**src/rtl/mio_amba_apb_bridge.sv**
```systemverilog
// mio_amba_apb_bridge: registered APB-to-APB bridge with one-hot select check and downstream timeout.
// Captures an upstream transfer, replays it downstream as SETUP/ACCESS and returns a registered response.
module mio_amba_apb_bridge #(
    parameter int ADDR_WIDTH     = 32,
    parameter int DATA_WIDTH     = 32,
    parameter int NUM_SLV        = 4,
    parameter int TIMEOUT_CYCLES = 16
) (
    input  logic                  clk,
    input  logic                  reset_n,
    input  logic [ADDR_WIDTH-1:0] s_paddr,
    input  logic [NUM_SLV-1:0]    s_psel,
    input  logic                  s_penable,
    input  logic                  s_pwrite,
    input  logic [DATA_WIDTH-1:0] s_pwdata,
    output logic                  s_pready,
    output logic [DATA_WIDTH-1:0] s_prdata,
    output logic                  s_pslverr,
    output logic [ADDR_WIDTH-1:0] m_paddr,
    output logic [NUM_SLV-1:0]    m_psel,
    output logic                  m_penable,
    output logic                  m_pwrite,
    output logic [DATA_WIDTH-1:0] m_pwdata,
    input  logic                  m_pready,
    input  logic [DATA_WIDTH-1:0] m_prdata,
    input  logic                  m_pslverr,
    output logic                  busy,
    output logic                  timeout_pulse
);
    localparam int CW = TIMEOUT_CYCLES > 0 ? $clog2(TIMEOUT_CYCLES + 1) : 1;
    localparam logic [CW-1:0] CNT_LAST = CW'(TIMEOUT_CYCLES > 0 ? TIMEOUT_CYCLES - 1 : 0);

    typedef enum logic [1:0] {IDLE, SETUP, ACCESS, RESP} state_t;

    state_t                state_q, state_d;
    logic [CW-1:0]         cnt_q, cnt_d;
    logic [ADDR_WIDTH-1:0] m_paddr_q, m_paddr_d;
    logic [NUM_SLV-1:0]    m_psel_q, m_psel_d;
    logic                  m_penable_q, m_penable_d;
    logic                  m_pwrite_q, m_pwrite_d;
    logic [DATA_WIDTH-1:0] m_pwdata_q, m_pwdata_d;
    logic                  s_pready_q, s_pready_d;
    logic [DATA_WIDTH-1:0] s_prdata_q, s_prdata_d;
    logic                  s_pslverr_q, s_pslverr_d;
    logic                  busy_q, busy_d;
    logic                  timeout_pulse_q, timeout_pulse_d;
    logic                  start, one_hot, expire;

    assign start   = |s_psel && s_penable;
    assign one_hot = (s_psel & (s_psel - NUM_SLV'(1))) == '0;
    assign expire  = (TIMEOUT_CYCLES > 0) && cnt_q == CNT_LAST;

    always_comb begin
        state_d         = state_q;
        cnt_d           = cnt_q;
        m_paddr_d       = m_paddr_q;
        m_psel_d        = m_psel_q;
        m_penable_d     = m_penable_q;
        m_pwrite_d      = m_pwrite_q;
        m_pwdata_d      = m_pwdata_q;
        s_pready_d      = 1'b0;
        s_prdata_d      = s_prdata_q;
        s_pslverr_d     = s_pslverr_q;
        timeout_pulse_d = 1'b0;
        case (state_q)
            IDLE: if (start) begin
                m_paddr_d  = s_paddr;
                m_pwrite_d = s_pwrite;
                m_pwdata_d = s_pwdata;
                if (one_hot) begin
                    state_d  = SETUP;
                    m_psel_d = s_psel;
                end else begin
                    // Illegal multi-bit select: answer with an error, never touch the downstream bus
                    state_d     = RESP;
                    s_pready_d  = 1'b1;
                    s_pslverr_d = 1'b1;
                    s_prdata_d  = '0;
                end
            end
            SETUP: begin
                state_d     = ACCESS;
                m_penable_d = 1'b1;
            end
            ACCESS: if (m_pready || expire) begin
                // A completion in the last allowed cycle takes precedence over the abort
                state_d         = RESP;
                m_psel_d        = '0;
                m_penable_d     = 1'b0;
                s_pready_d      = 1'b1;
                s_pslverr_d     = m_pready ? m_pslverr : 1'b1;
                s_prdata_d      = (m_pready && !m_pwrite_q) ? m_prdata : '0;
                timeout_pulse_d = !m_pready;
            end else begin
                cnt_d = (TIMEOUT_CYCLES > 0) ? cnt_q + CW'(1) : cnt_q;
            end
            RESP: begin
                state_d = IDLE;
                cnt_d   = '0;
            end
            default: state_d = IDLE;
        endcase
        busy_d = state_d != IDLE;
    end

    always_ff @(posedge clk or negedge reset_n) begin
        if (!reset_n) begin
            state_q         <= IDLE;
            cnt_q           <= '0;
            m_paddr_q       <= '0;
            m_psel_q        <= '0;
            m_penable_q     <= 1'b0;
            m_pwrite_q      <= 1'b0;
            m_pwdata_q      <= '0;
            s_pready_q      <= 1'b0;
            s_prdata_q      <= '0;
            s_pslverr_q     <= 1'b0;
            busy_q          <= 1'b0;
            timeout_pulse_q <= 1'b0;
        end else begin
            state_q         <= state_d;
            cnt_q           <= cnt_d;
            m_paddr_q       <= m_paddr_d;
            m_psel_q        <= m_psel_d;
            m_penable_q     <= m_penable_d;
            m_pwrite_q      <= m_pwrite_d;
            m_pwdata_q      <= m_pwdata_d;
            s_pready_q      <= s_pready_d;
            s_prdata_q      <= s_prdata_d;
            s_pslverr_q     <= s_pslverr_d;
            busy_q          <= busy_d;
            timeout_pulse_q <= timeout_pulse_d;
        end
    end

    assign s_pready      = s_pready_q;
    assign s_prdata      = s_prdata_q;
    assign s_pslverr     = s_pslverr_q;
    assign m_paddr       = m_paddr_q;
    assign m_psel        = m_psel_q;
    assign m_penable     = m_penable_q;
    assign m_pwrite      = m_pwrite_q;
    assign m_pwdata      = m_pwdata_q;
    assign busy          = busy_q;
    assign timeout_pulse = timeout_pulse_q;
endmodule

```
**config.mk**
```make
export PLATFORM = sky130hd
export DESIGN_NAME = mio_amba_apb_bridge
export DESIGN_NICKNAME = d
export VERILOG_FILES = /design/src/rtl/mio_amba_apb_bridge.sv
export SDC_FILE = /design/constraint.sdc
export NUM_CORES = 1
export LEC_CHECK = 0
export ABC_AREA = 1
export ABC_CLOCK_PERIOD_IN_PS = 4050
export CAP_MARGIN = 20
export CORE_MARGIN = 5
export CORE_UTILIZATION = 25
export DETAILED_ROUTE_END_ITERATION = 12
export PLACE_DENSITY_LB_ADDON = 0.15
export SETUP_SLACK_MARGIN = 0.02
export SYNTH_ARGS = -nofsm -noshare
export SYNTH_HDL_FRONTEND = slang
export SYNTH_SLANG_ARGS = --single-unit
```
**constraint.sdc**
```tcl
create_clock -name clk -period 4.05 [get_ports clk]
set_input_delay 0.6075 -clock clk [delete_from_list [all_inputs] [get_ports clk]]
set_output_delay 0.6075 -clock clk [all_outputs]
set_load 0.03 [all_outputs]
```
; ---- Word level (Yosys, flattened, before mapping)
; Cells that the tools add are included.
[word_totals]
reg_bits = 113
[op_classes]
n_addsub = 2
n_eq_ne = 9
n_mux = 28
n_bitwise = 1
n_reduce_logical = 17
[op_table]
columns = cell, count
row1 = $mux W32, 4
row2 = $pmux W32 S2, 1
row3 = $mux W4, 3
row4 = $mux W1, 10
row5 = $ne A2 B2 Y1 const B, 5
row6 = $pmux W5 S2, 1
row7 = $pmux W2 S4, 1
row8 = $pmux W4 S2, 1
row9 = $reduce_and A4 Y1, 2
row10 = $reduce_bool A2 Y1, 4
row11 = $mux W2, 3
row12 = $pmux W1 S2, 3
row13 = $reduce_and A2 Y1, 3
row14 = $add A5 B1 Y5 const B, 1
row15 = $eq A5 B4 Y1 const B, 1
row16 = $mux W5, 1
row17 = $and A4 B4 Y4, 1
row18 = $eq A2 B2 Y1 const B, 2
row19 = $logic_not A4 Y1, 1
row20 = $reduce_or A4 Y1, 1
row21 = $sub A4 B1 Y4 const B, 1
row22 = $eq A2 B1 Y1 const B, 1
row23 = $logic_and A1 B1 Y1, 2
row24 = $logic_not A1 Y1, 2
row25 = other kinds (2), 2

; ---- Logic depth before layout (Yosys ltp)
; Gate-level depths: netlist of the first run.
[logic_depth]
ltp_word = 7
mapped_depth = 11

; ---- Worst setup path after synthesis of the first run
; No wires, ideal clock.
[synth_timing]
path_type = reg-to-reg
startpoint = reg cnt_q[0]
endpoint = reg cnt_q[2]
arrival_time_ns = 1.576
t_required_ns = 3.931
slack_ns = 2.355
stages_incl_launch_ff = 11
path_buffers = 0
period_less_slack_ns = 1.695
cell_sequence = dfrtp_1 -> ha_1 -> nand2_1 -> nor2_1 -> ha_1 -> o21ai_2 -> inv_1 -> nor2_1 -> nand3_1 -> nand2_1 -> nor2_1
[synth_between]
elab_chain_len = 4
word_cells_on_any_way = 7
cone_classes = add/sub (1) / eq/ne (2) / mux (2) / reduce/logical (2)
[synth_rtl]
columns = item, line
row1 = from (decl), 36  ; logic [CW-1:0] cnt_q, cnt_d;
row2 = from (signal assigned), 122  ; cnt_q <= cnt_d;
row3 = "parallel branches: the longest is 4 deep, another holds $add A5 B1 Y5", --
; Several ways; the timed one is not identified. The select of a mux whose other input is x is not followed.
; A chain may end at the register's enable or synchronous reset.

; ---- Worst setup path in the final report of the first run
[layout_timing]
startpoint = in s_psel[2]
endpoint = reg s_prdata_q[17] (netlist: s_prdata[17])
[layout_between]
elab_chain_len = 5
word_cells_on_any_way = 8
cone_classes = add/sub (1) / eq/ne (2) / bitwise (1) / reduce/logical (4)
[layout_rtl]
columns = item, line
row1 = from (decl), 12  ; input logic [NUM_SLV-1:0] s_psel,
row2 = $sub A4 B1 Y4, 50  ; assign one_hot = (s_psel & (s_psel - NUM_SLV'(1))) == '0;
row3 = $and A4 B4 Y4, 50
row4 = $logic_not A4 Y1, 50
row5 = $ne A2 B2 Y1 (no source line), --
row6 = $reduce_and A4 Y1 (no source line) *, --
row7 = to (signal assigned), 129  ; s_prdata_q <= s_prdata_d;
row8 = to (decl), 43  ; logic [DATA_WIDTH-1:0] s_prdata_q, s_prdata_d;
; Mark *: on every way between the ends. The rest lies on a longest branch, timed or not.

==> flow_summary_export.csv, run 1 <==
group,metric,value,unit
clock_tree,cts_tree,"done",
critical_path,r2r-start,"state_q[0]",
sta,final_hold_viol_count,0,
synthesis,ys.warnings.count,0,
clock_tree,path_clk_slew,0.06,ns
die,die_width,151.0,um
die,initial_core_util,0.2546,
clock_tree,post_cts_buffers,0,
power_and_ir_drop,switching_share,0.4261,
power_and_ir_drop,clkPwrFrac,0.234,
clock_tree,holdBufCountCts,0,
clock_tree,htree_levels,4,
route,drtIter0Drc,191,
route,viasPerCell,4.316,
layout,final_core_util,0.4031,
critical_path,critical_path_class,"in -> reg",
die,core,19530,sq um
outcome,status,"finished, final reports clean",
clock_tree,clock_path_buffers,2,
critical_path,cpMaxStageDelayCell,"clkdlybuf4s50_1",
power_and_ir_drop,p_seq_frac,0.285,
layout,syn_to_final_growth,58.28,%
grt,grt_max_degree,70,
clock_tree,cts-resized-gates,0,
synthesis,synth-seq-cells,113,
die,dieArea,22810,sq um
grt,antenna_found_initial,0,
critical_path,crit_fanout,69,
layout,nets,901,
clock_tree,clkLatencyLatePin,0.41,ns
synthesis,yosys-top-cells-count,"nand2_1 (219), dfrtp_1 (113), o21ai_0 (62), inv_1 (43), nor2_1 (43)",
layout,stdcell_area,7870,sq um
placed_design,hpwl,10.92,mm
synthesis,syn_nets,702,
sta,setup_violations,0,
grt,overflow,0,
critical_path,critPathTopFamily,"simple AND/OR/NAND/NOR gates",
power_and_ir_drop,cell_internal_pwr,3.752,mW
layout,fill_cells,1940,
sta,final.setup.tns,0,ns
power_and_ir_drop,p_comb_frac,0.481,
synthesis,yosysMostFrequentCell,"nand2_1",
layout,antenna_cells,0,
route,wl_per_cell,14.70,um
synthesis,synthTopCellsByArea,"dfrtp_1 (57%), nand2_1 (17%), o21ai_0 (6.2%), nand3_1 (4.2%), inv_1 (3.2%)",
placed_design,gp_congestion,0.7960,
synthesis,synth_cell_types,25,
route,num_vias,4605,
route,drt_first_pass_iters,5,
route,totalWireLength,15.68,mm
synthesis,yosys.area.top_type_share,0.5687,
layout,regArea,2828,sq um
placed_design,placed_area,7264,sq um
critical_path,cp_num_buf_inv,2,
die,io_pins,212,
layout,drive_gt1_frac,0.05860,
critical_path,path_cells,"clkdlybuf4s50_1 > nor2_1 > nand2_2 > nand2_4 > a21oi_4 > buf_4 > nand2_4 > nand2_1 > nand2_1",
synthesis,synth.avg_cell_area,8.428,sq um
hold_path,hold_path_class,"in -> async",
synthesis,yosys.area.top_type,"dfrtp_1",
sta,min_period,2.520,ns
synthesis,seq_area_frac_synth,0.5687,
clock_tree,cts.sinks,113,
power_and_ir_drop,power_density,830.8,nW/um^2
sta,slew_headroom,0.4866,
critical_path,cpPeakStageDelay,0.52,ns
die,dieHeight,151.0,um
synthesis,synth-async-reset-ratio,1.000,
sta,rsz0062_at_grt,"false",
synthesis,syn_area,4972,sq um
critical_path,cp-end-kind,"flip-flop",
critical_path,critPathLaunchType,"primary input",
sta,worst_pin_slew,0.7701,ns
critical_path,cp.required,4.34,ns
power_and_ir_drop,p_leak,3.772,nW
synthesis,ys.flop_type,"dfrtp_1",
grt,grt_pass1_vias,4755,
synthesis,synthCells,590,
power_and_ir_drop,ir_worst_vdd,0.0003379,V
synthesis,synth-edff-count,0,
grt,grt_pass1_wl,24.72,mm
grt,grtUsageTotal,0.1386,
sta,skew,0.008401,ns
sta,slew_viol_final,0,
critical_path,critPathArrivalTime,2.81,ns
sta,fmax,396.8,MHz
critical_path,startpoint,"s_psel[2]",
power_and_ir_drop,p_sw,2.786,mW
die,rows,51,
layout,multi_input_area,1767,sq um
power_and_ir_drop,finalPower,6.538,mW
clock_tree,cts_buffers,17,
route,drtAntennaViolNets,0,
clock_tree,root_buffer,"clkbuf_16",
placed_design,port_buffers,211,
sta,fin_crit_sh,0.6222,
job,maxCapViolCount,0,
route,drcViolationCount,0,
## cell usage in the layout, fill, tap and decap left out, types with 6 or more instances in the layout
master | netlist | final
nor2_1 | 43 | 43
o21ai_1 | 9 | 9
clkbuf_16 | 0 | 17
nand3_1 | 42 | 42
inv_1 | 43 | 43
nand2_1 | 219 | 219
o21ai_0 | 62 | 62
dfrtp_1 | 113 | 113
clkinv_2 | 0 | 6
ha_1 | 6 | 6
clkdlybuf4s50_1 | 0 | 210
## per-layer routing
layer	vias to the layer above	part of all wire	GRT usage	routed length, um
li1	2243	-	-	-
met1	2143	0.45	0.1774	7022
met2	206	0.42	0.2045	6586
met3	13	0.12	0.06852	1913
met4	0	0.010	0.04533	162
met5	-	0	0	0
## flip-flops by register name (all words and copies together), names as in the netlist
name           flops
m_pwdata          32
m_pwrite           1
s_pready           1
state_q            2
cnt_q              5
s_pslverr          1
m_psel             4
m_penable          1
timeout_pulse      1
busy               1
m_paddr           32
s_prdata          32
## power groups by stage
stage / sequential (mW) / combinational, mW / clock [mW]
6_report: 1.86 / 3.14 / 1.53
5_1_grt: 1.92 / 3.40 / 1.63
4_1_cts: 1.87 / 3.19 / 1.57
3_5_place_dp: 1.87 / 3.19 / 0
3_3_place_gp: 1.87 / 3.16 / 0
2_1_floorplan: 2.72 / 1.03 / 0
## path summary, 6_finish.rpt
check | slack (ns) | endpoint | cells past startpoint
worst max-delay path | 1.53 | s_prdata[17] | 9
min in group clk | 0.47 | s_prdata[4] | 2
worst max register to register | 1.53 | s_prdata[17] | 8
worst min-delay path | 0.25 | s_prdata[29] | 1
max in group asynchronous | 2.98 | m_paddr[30] | 2
worst min register to register | 0.47 | s_prdata[4] | 2
## cell families (layout without fill, tap and decap cells)
logic type      after synthesis  count (layout)  synth area share
compound gates               78              78           0.08279
fa+ha+maj                     6               6           0.01510
buf+inv                      80             292           0.07599
flops                       113             113            0.5687
simple gates                313             313            0.2574
## stage by stage
stage / hold WS [ns] / cells / setup WS [ns]
after floorplan: 0.3119 / 590 / 2.355
after global placement: 0.4540 / 1035 / 1.195
after detailed placement: 0.4660 / 1035 / 1.079
after CTS: 0.2781 / 1067 / 1.471
after global routing: 0.3107 / 1067 / 1.294
final: 0.2533 / 1067 / 1.530
## area by class of cell
class | instances | area share
Clock inverter | 11 | 0.01717
Tap cell | 265 | 0.04213
Inverter | 45 | 0.02210
Sequential cell | 113 | 0.3593
Timing Repair Buffer | 215 | 0.2750
Clock buffer | 21 | 0.05978
Multi-Input combinational cell | 397 | 0.2245
## worst reg2reg max path, cell delays in order, from the launching register on
cell	delay [ns]
dfrtp_1	0.37
inv_1	0.09
ha_1	0.35
inv_4	0.49
nand2_1	0.20
nand2_4	0.36
nand2_4	0.30
nand2_1	0.17
nand2_1	0.06
(Power assumes the default switching activity.)
==> run 2, diff against run 1 <==
--- a/config.mk
+++ b/config.mk
@@ -6,7 +6,7 @@
 export NUM_CORES = 1
 export LEC_CHECK = 0
 export ABC_AREA = 1
-export ABC_CLOCK_PERIOD_IN_PS = 4050
+export ABC_CLOCK_PERIOD_IN_PS = 2300
 export CAP_MARGIN = 20
 export CORE_MARGIN = 5
 export CORE_UTILIZATION = 25
==> constraint.sdc (replaced) <==
create_clock -name clk -period 2.3 [get_ports clk]
set_input_delay 0.345 -clock clk [delete_from_list [all_inputs] [get_ports clk]]
set_output_delay 0.345 -clock clk [all_outputs]
set_load 0.03 [all_outputs]
==> run 2 against run 1 <==
Compared with the run above:
- clock skew fell by 0.0021 ns
- final cell count rose by 0.84%
- critical path depth fell by 1
- total power rose by 74%
- sequential cell count did not move
- worst setup slack got worse by 1.3 ns
- utilization rose by 0.15 points
- via count barely moved
- clock-buffer cell count did not move
- hold slack improved by 0.22 ns
==> flow_summary_export.csv, run 2 (same netlist as run 1, synthesis figures left out) <==
group,metric,value,unit
power_and_ir_drop,power_density,1443,nW/um^2
clock_tree,cts_tree,"done",
die,core,19530,sq um
clock_tree,root_buffer,"clkbuf_16",
sta,slew_headroom,0.5711,
critical_path,critPathArrivalTime,2.33,ns
critical_path,cp.required,2.59,ns
clock_tree,clkLatencyLatePin,0.41,ns
layout,nets,910,
clock_tree,cts.sinks,113,
clock_tree,cts-resized-gates,0,
critical_path,reg2reg_to,"s_prdata[29]",
critical_path,cpPeakStageDelay,0.37,ns
layout,layout.cells.non_filler,1076,
route,drt_first_pass_iters,4,
hold_path,hold_path_depth,3,
grt,grt_pass1_wl,25.44,mm
die,initial_core_util,0.2546,
sta,fin_crit_sh,0.8875,
route,wl_per_cell,14.89,um
outcome,status,"finished, final reports clean",
placed_design,hpwl,11.53,mm
grt,use_met3,0.07211,
route,drtAntennaViolNets,0,
route,drcViolationCount,0,
sta,fmax,489.9,MHz
route,totalWireLength,16.03,mm
die,die_width,151.0,um
grt,grt_pass1_vias,4712,
layout,syn_to_final_growth,58.86,%
clock_tree,post_cts_buffers,0,
placed_design,dp.cells,1043,
layout,drive_gt1_frac,0.06535,
sta,skew,0.006298,ns
die,dieHeight,151.0,um
layout,most-common-layout-cells,"nand2_1 (219), clkdlybuf4s50_1 (210), dfrtp_1 (113)",
die,io_pins,212,
grt,grt_use_met1,0.1844,
sta,final.setup.tns,0,ns
sta,slew_viol_final,0,
route,num_vias,4606,
layout,antenna_cells,0,
route,viasPerCell,4.281,
critical_path,ff2ff_path_depth,8,
grt,grtUsageTotal,0.1430,
clock_tree,htree_levels,4,
critical_path,cpMaxStageDelayCell,"dfrtp_1",
hold_path,hold_path_class,"in -> reg",
layout,mostFrequentLayoutCell,"nand2_1",
critical_path,startpoint,"state_q[0]",
critical_path,crit_fanout,33,
sta,worst_pin_slew,0.6433,ns
job,maxCapViolCount,0,
power_and_ir_drop,p_leak,3.793,nW
critical_path,critPathLaunchType,"flip-flop",
route,drtIter0Drc,135,
grt,grt_busiest_layer,"met2",
clock_tree,clock_path_buffers,2,
grt,met2_usage,0.2114,
sta,rsz0062_at_grt,"false",
critical_path,reg2reg_slack,0.26,ns
layout,fill_cells,1981,
critical_path,r2r-start,"state_q[0]",
placed_design,port_buffers,211,
sta,setup_violations,0,
critical_path,path_cells,"inv_1 > ha_1 > inv_4 > nand2_1 > nand2_4 > nand2_4 > nand2_1 > nand2_1",
placed_design,gp_congestion,0.8316,
die,dieArea,22810,sq um
clock_tree,holdBufCountCts,1,
clock_tree,path_clk_slew,0.05,ns
clock_tree,cts_buffers,17,
power_and_ir_drop,ir_worst_vdd,0.0006138,V
die,rows,51,
critical_path,cp_common_cell,"nand2_1",
critical_path,endpoint,"s_prdata[29]",
sta,min_period,2.041,ns
critical_path,critical_path_class,"reg -> reg",
grt,overflow,0,
critical_path,cp-end-kind,"flip-flop",
sta,final_hold_viol_count,0,
grt,antenna_found_initial,0,
grt,grt_max_degree,67,
-- run 2: cell types whose count changed in the layout (fill, tap and decap cells not counted), sizes merged --
cell	previous run	this run
bufinv	3	2
clkinv	6	7
buf	5	13
dlygate4sd3	0	1
-- run 2: power by group --
| group | leakage (nW) | switching [mW] | internal (mW) |
|---|---|---|---|
| clock network | 0.276 | 0.888 | 1.61 |
| registers | 1.45 | 0.457 | 2.82 |
| logic | 2.06 | 3.57 | 2.06 |
| total | 3.79 | 4.91 | 6.49 |
-- run 2: per-layer routing --
metal / up-vias / share of wire
li1: 2258 / -
met1: 2157 / 0.44
met2: 181 / 0.44
met3: 10 / 0.11
met4: 0 / 0.0082
met5: - / 0
-- run 2: cell type report --
type	instances	area [sq um]	area share
Tap cell	265	331.6	0.04198
Clock buffer	21	450.4	0.05703
Clock inverter	11	113.9	0.01441
Inverter	45	173.9	0.02202
Sequential cell	113	2828	0.3580
Multi-Input combinational cell	397	1767	0.2237
Timing Repair Buffer	224	2235	0.2829
-- run 2: worst min-delay path by stage --
stage / from / endpoint / slack (ns)
after floorplan: reset_n / busy / 0.05
after global placement: reset_n / s_prdata[29] / 0.40
after detailed placement: reset_n / s_prdata[25] / 0.41
after CTS: s_pwdata[16] / m_pwdata[16] / 0.45
after global routing: s_paddr[14] / m_paddr[14] / 0.46
final: s_pwdata[16] / m_pwdata[16] / 0.47
-- run 2: through the flow --
stage	cell area [sq um]	utilization	power [mW]	hold WS, ns	setup WS [ns]
after global routing	7899	0.4045	12.18	0.4605	0.07263
after floorplan	4972	-	6.597	0.04941	0.6049
after global placement	7325	0.3751	8.927	0.4022	0.2241
after CTS	7899	0.4045	11.59	0.4474	0.2221
after detailed placement	7325	0.3751	9.001	0.4129	0.2265
final	7899	0.4045	11.40	0.4739	0.2588
-- run 2: worst max-delay path: cells and delay by family (launching register included) --
kind | cells | cell delay, ns
and+or+nand+nor | 5 | 0.85
DFF | 1 | 0.37
buffers and inverters | 2 | 0.37
adders and majority gates | 1 | 0.33
==> run 3, diff against run 2 <==
--- a/config.mk
+++ b/config.mk
@@ -5,12 +5,12 @@
 export SDC_FILE = /design/constraint.sdc
 export NUM_CORES = 1
 export LEC_CHECK = 0
-export ABC_AREA = 1
 export ABC_CLOCK_PERIOD_IN_PS = 2300
 export CAP_MARGIN = 20
 export CORE_MARGIN = 5
 export CORE_UTILIZATION = 25
 export DETAILED_ROUTE_END_ITERATION = 12
+export GPL_TIMING_DRIVEN = 0
 export PLACE_DENSITY_LB_ADDON = 0.15
 export SETUP_SLACK_MARGIN = 0.02
 export SYNTH_ARGS = -nofsm -noshare
==> run 3 against run 2 <==
Compared with the run above:
- sequential cell count did not move
- global-route usage fell by 0.49 points
- clock power grew 13%
- combinational power increased by 4.3%
- wire length decreased by 9.2%
- critical path depth fell by 1
- synthesized cell count fell by 37%
- sequential power about the same
- final area shrank 0.52%
- synthesized area is 6.8% lower
- hold slack worse by 0.13 ns
- critical path type unchanged
- largest cell class unchanged
- largest power group unchanged
==> flow_summary_export.csv, run 3 <==
group,metric,value,unit
critical_path,cpPeakStageDelay,0.44,ns
critical_path,ff2ff_path_depth,7,
critical_path,cp.required,2.58,ns
critical_path,crit_fanout,6,
synthesis,yosysMostFrequentCell,"dfrtp_1",
critical_path,critical_path_class,"reg -> reg",
critical_path,reg2reg_slack,0.07,ns
clock_tree,clkLatencyLatePin,0.41,ns
layout,multi_input_area,1732,sq um
layout,regArea,2828,sq um
layout,syn_to_final_growth,69.50,%
synthesis,yosys.area.top_type_share,0.6100,
job,maxCapViolCount,0,
route,drt_first_pass_iters,4,
synthesis,yosys.area_share.simple,0.06613,
synthesis,syn_area,4636,sq um
sta,slew_viol_final,0,
layout,most-common-layout-cells,"clkdlybuf4s50_1 (210), dfrtp_1 (113), mux2_2 (65)",
critical_path,path_cells,"ha_2 > and3_4 > ha_4 > nor2_4 > a221o_2 > or3_4 > mux2_4",
synthesis,synth-seq-cells,113,
layout,nets,725,
critical_path,reg2reg_to,"m_psel[3]",
clock_tree,path_clk_slew,0.05,ns
synthesis,synth_top_family_by_area,"multiplexers",
critical_path,critPathLaunchType,"flip-flop",
die,initial_core_util,0.2563,
layout,final_core_util,0.4345,
synthesis,muxShareOfSynthArea,0.1709,
layout,layout.cells.non_filler,855,
placed_design,hpwl,10.80,mm
route,viasPerCell,4.473,
sta,final_hold_viol_count,0,
route,num_vias,3824,
synthesis,synth_compound_area_frac,0.1099,
critical_path,r2r-start,"cnt_q[1]",
clock_tree,cts_buffers,17,
hold_path,hold_path_class,"in -> async",
synthesis,synth_cell_types,34,
sta,fin_hold_ws,0.3455,ns
route,totalWireLength,14.56,mm
power_and_ir_drop,finalPower,12.00,mW
power_and_ir_drop,ir_worst_vdd,0.0006585,V
layout,mostFrequentLayoutCell,"clkdlybuf4s50_1",
sta,setup_violations,0,
synthesis,synthCells,371,
placed_design,post-place-ws,-0.5335,ns
grt,grtUsageTotal,0.1381,
die,dieHeight,146.2,um
critical_path,startpoint,"cnt_q[1]",
route,drtIter0Drc,119,
critical_path,critPathArrivalTime,2.52,ns
placed_design,gp_congestion,0.7502,
sta,min_period,2.235,ns
grt,antenna_found_initial,1,
sta,worst_pin_slew,0.5692,ns
placed_design,port_buffers,211,
clock_tree,clock_path_buffers,2,
grt,grt_pass1_wl,23.52,mm
route,drtAntennaViolNets,0,
synthesis,yosys-top-cells-count,"dfrtp_1 (113), mux2_2 (65), o21ai_0 (65), nand2_1 (42), clkbuf_1 (12)",
clock_tree,cts_tree,"done",
grt,overflow,0,
die,die_width,146.2,um
critical_path,cp-end-kind,"flip-flop",
synthesis,ys.flop_type,"dfrtp_1",
synthesis,synth.avg_cell_area,12.50,sq um
synthesis,ys.warnings.count,0,
placed_design,placed_area,7063,sq um
grt,grt_pass1_vias,4237,
sta,skew,0.009741,ns
clock_tree,root_buffer,"clkbuf_16",
die,core,18090,sq um
synthesis,seq_area_frac_synth,0.6100,
synthesis,synth-xor-area-share,0,
route,drcViolationCount,0,
sta,rsz0062_at_grt,"true",
die,io_pins,212,
layout,drive_gt1_frac,0.2208,
clock_tree,cts.sinks,113,
critical_path,cpMaxStageDelayCell,"or3_4",
synthesis,synthTopCellsByArea,"dfrtp_1 (61%), mux2_2 (16%), o21ai_0 (7.0%), nand2_1 (3.4%), ha_1 (1.6%)",
synthesis,synth-edff-count,0,
synthesis,synth-async-reset-ratio,1.000,
sta,slew_headroom,0.6174,
die,rows,49,
layout,stdcell_area,7858,sq um
synthesis,synthAdderAreaFrac,0.01835,
sta,fin_crit_sh,0.9715,
placed_design,dp.cells,812,
power_and_ir_drop,power_density,1527,nW/um^2
grt,grt_max_degree,95,
clock_tree,htree_levels,4,
sta,fin_ws,0.06549,ns
die,dieArea,21370,sq um
sta,fmax,447.5,MHz
synthesis,yosys.area.top_type,"dfrtp_1",
layout,fill_cells,1663,
outcome,status,"finished, final reports clean",
route,wl_per_cell,17.03,um
power_and_ir_drop,p_leak,3.258,nW
synthesis,syn_nets,483,
sta,final.setup.tns,0,ns
## run 3: area by class of cell
type | count | share of cell area
flip-flops and latches | 113 | 0.3599
repair buffers | 225 | 0.2852
multi-input cells | 230 | 0.2204
clock buffers | 22 | 0.06162
well taps | 229 | 0.03646
clock inverters | 9 | 0.01959
plain buffers | 20 | 0.01369
inverters | 6 | 0.002866
diodes | 1 | 0.0003185
## run 3: how the worst max path moves through the flow
stage / endpoint / slack (ns) / cells past startpoint
after floorplan: m_psel[0] / 0.10 / 7
after global placement: m_paddr[26] / -3.74 / 1
after detailed placement: m_paddr[12] / -0.53 / 6
after CTS: m_paddr[3] / 0.03 / 8
after global routing: m_psel[3] / -0.01 / 7
final: m_psel[3] / 0.07 / 7
## run 3: report_power, final
part / internal, mW / leakage (nW) / switching (mW)
Combinational: 2.63 / 1.54 / 3.24
Clock: 1.92 / 0.308 / 0.912
Sequential: 2.85 / 1.41 / 0.442
Total: 7.41 / 3.26 / 4.59
## run 3: timing repair
| action | 4_1_cts | 5_1_grt |
|---|---|---|
| hold buffers | 1 | 0 |
| gates resized for setup | 8 | 35 |
| pin swaps | 2 | 4 |
| setup endpoints to repair | 91 | 93 |
| hold endpoints to repair | 19 | 0 |
| buffers inserted | 6 | 6 |
## run 3: critical path: cells and delay by family, from the launching register on
family / cells / cell delay [ns]
adder cells (fa/ha/maj): 2 / 0.35
multiplexers: 1 / 0.31
flip-flops: 1 / 0.36
AO/OA/AOI/OAI: 1 / 0.42
AND/OR/NAND/NOR: 3 / 0.69
## run 3: metal layers
layer,share of wire,vias to the layer above,global-route usage
li1,-,1793,-
met5,0,-,0
met1,0.38,1916,0.1541
met3,0.052,15,0.04617
met2,0.54,100,0.2431
met4,0.021,0,0.05456
## run 3: cell families after synthesis
| family | after synthesis |
|---|---|
| flops | 113 |
| buf+inv | 28 |
| mux | 69 |
| compound gates | 87 |
| simple gates | 67 |
| fa+ha+maj | 7 |
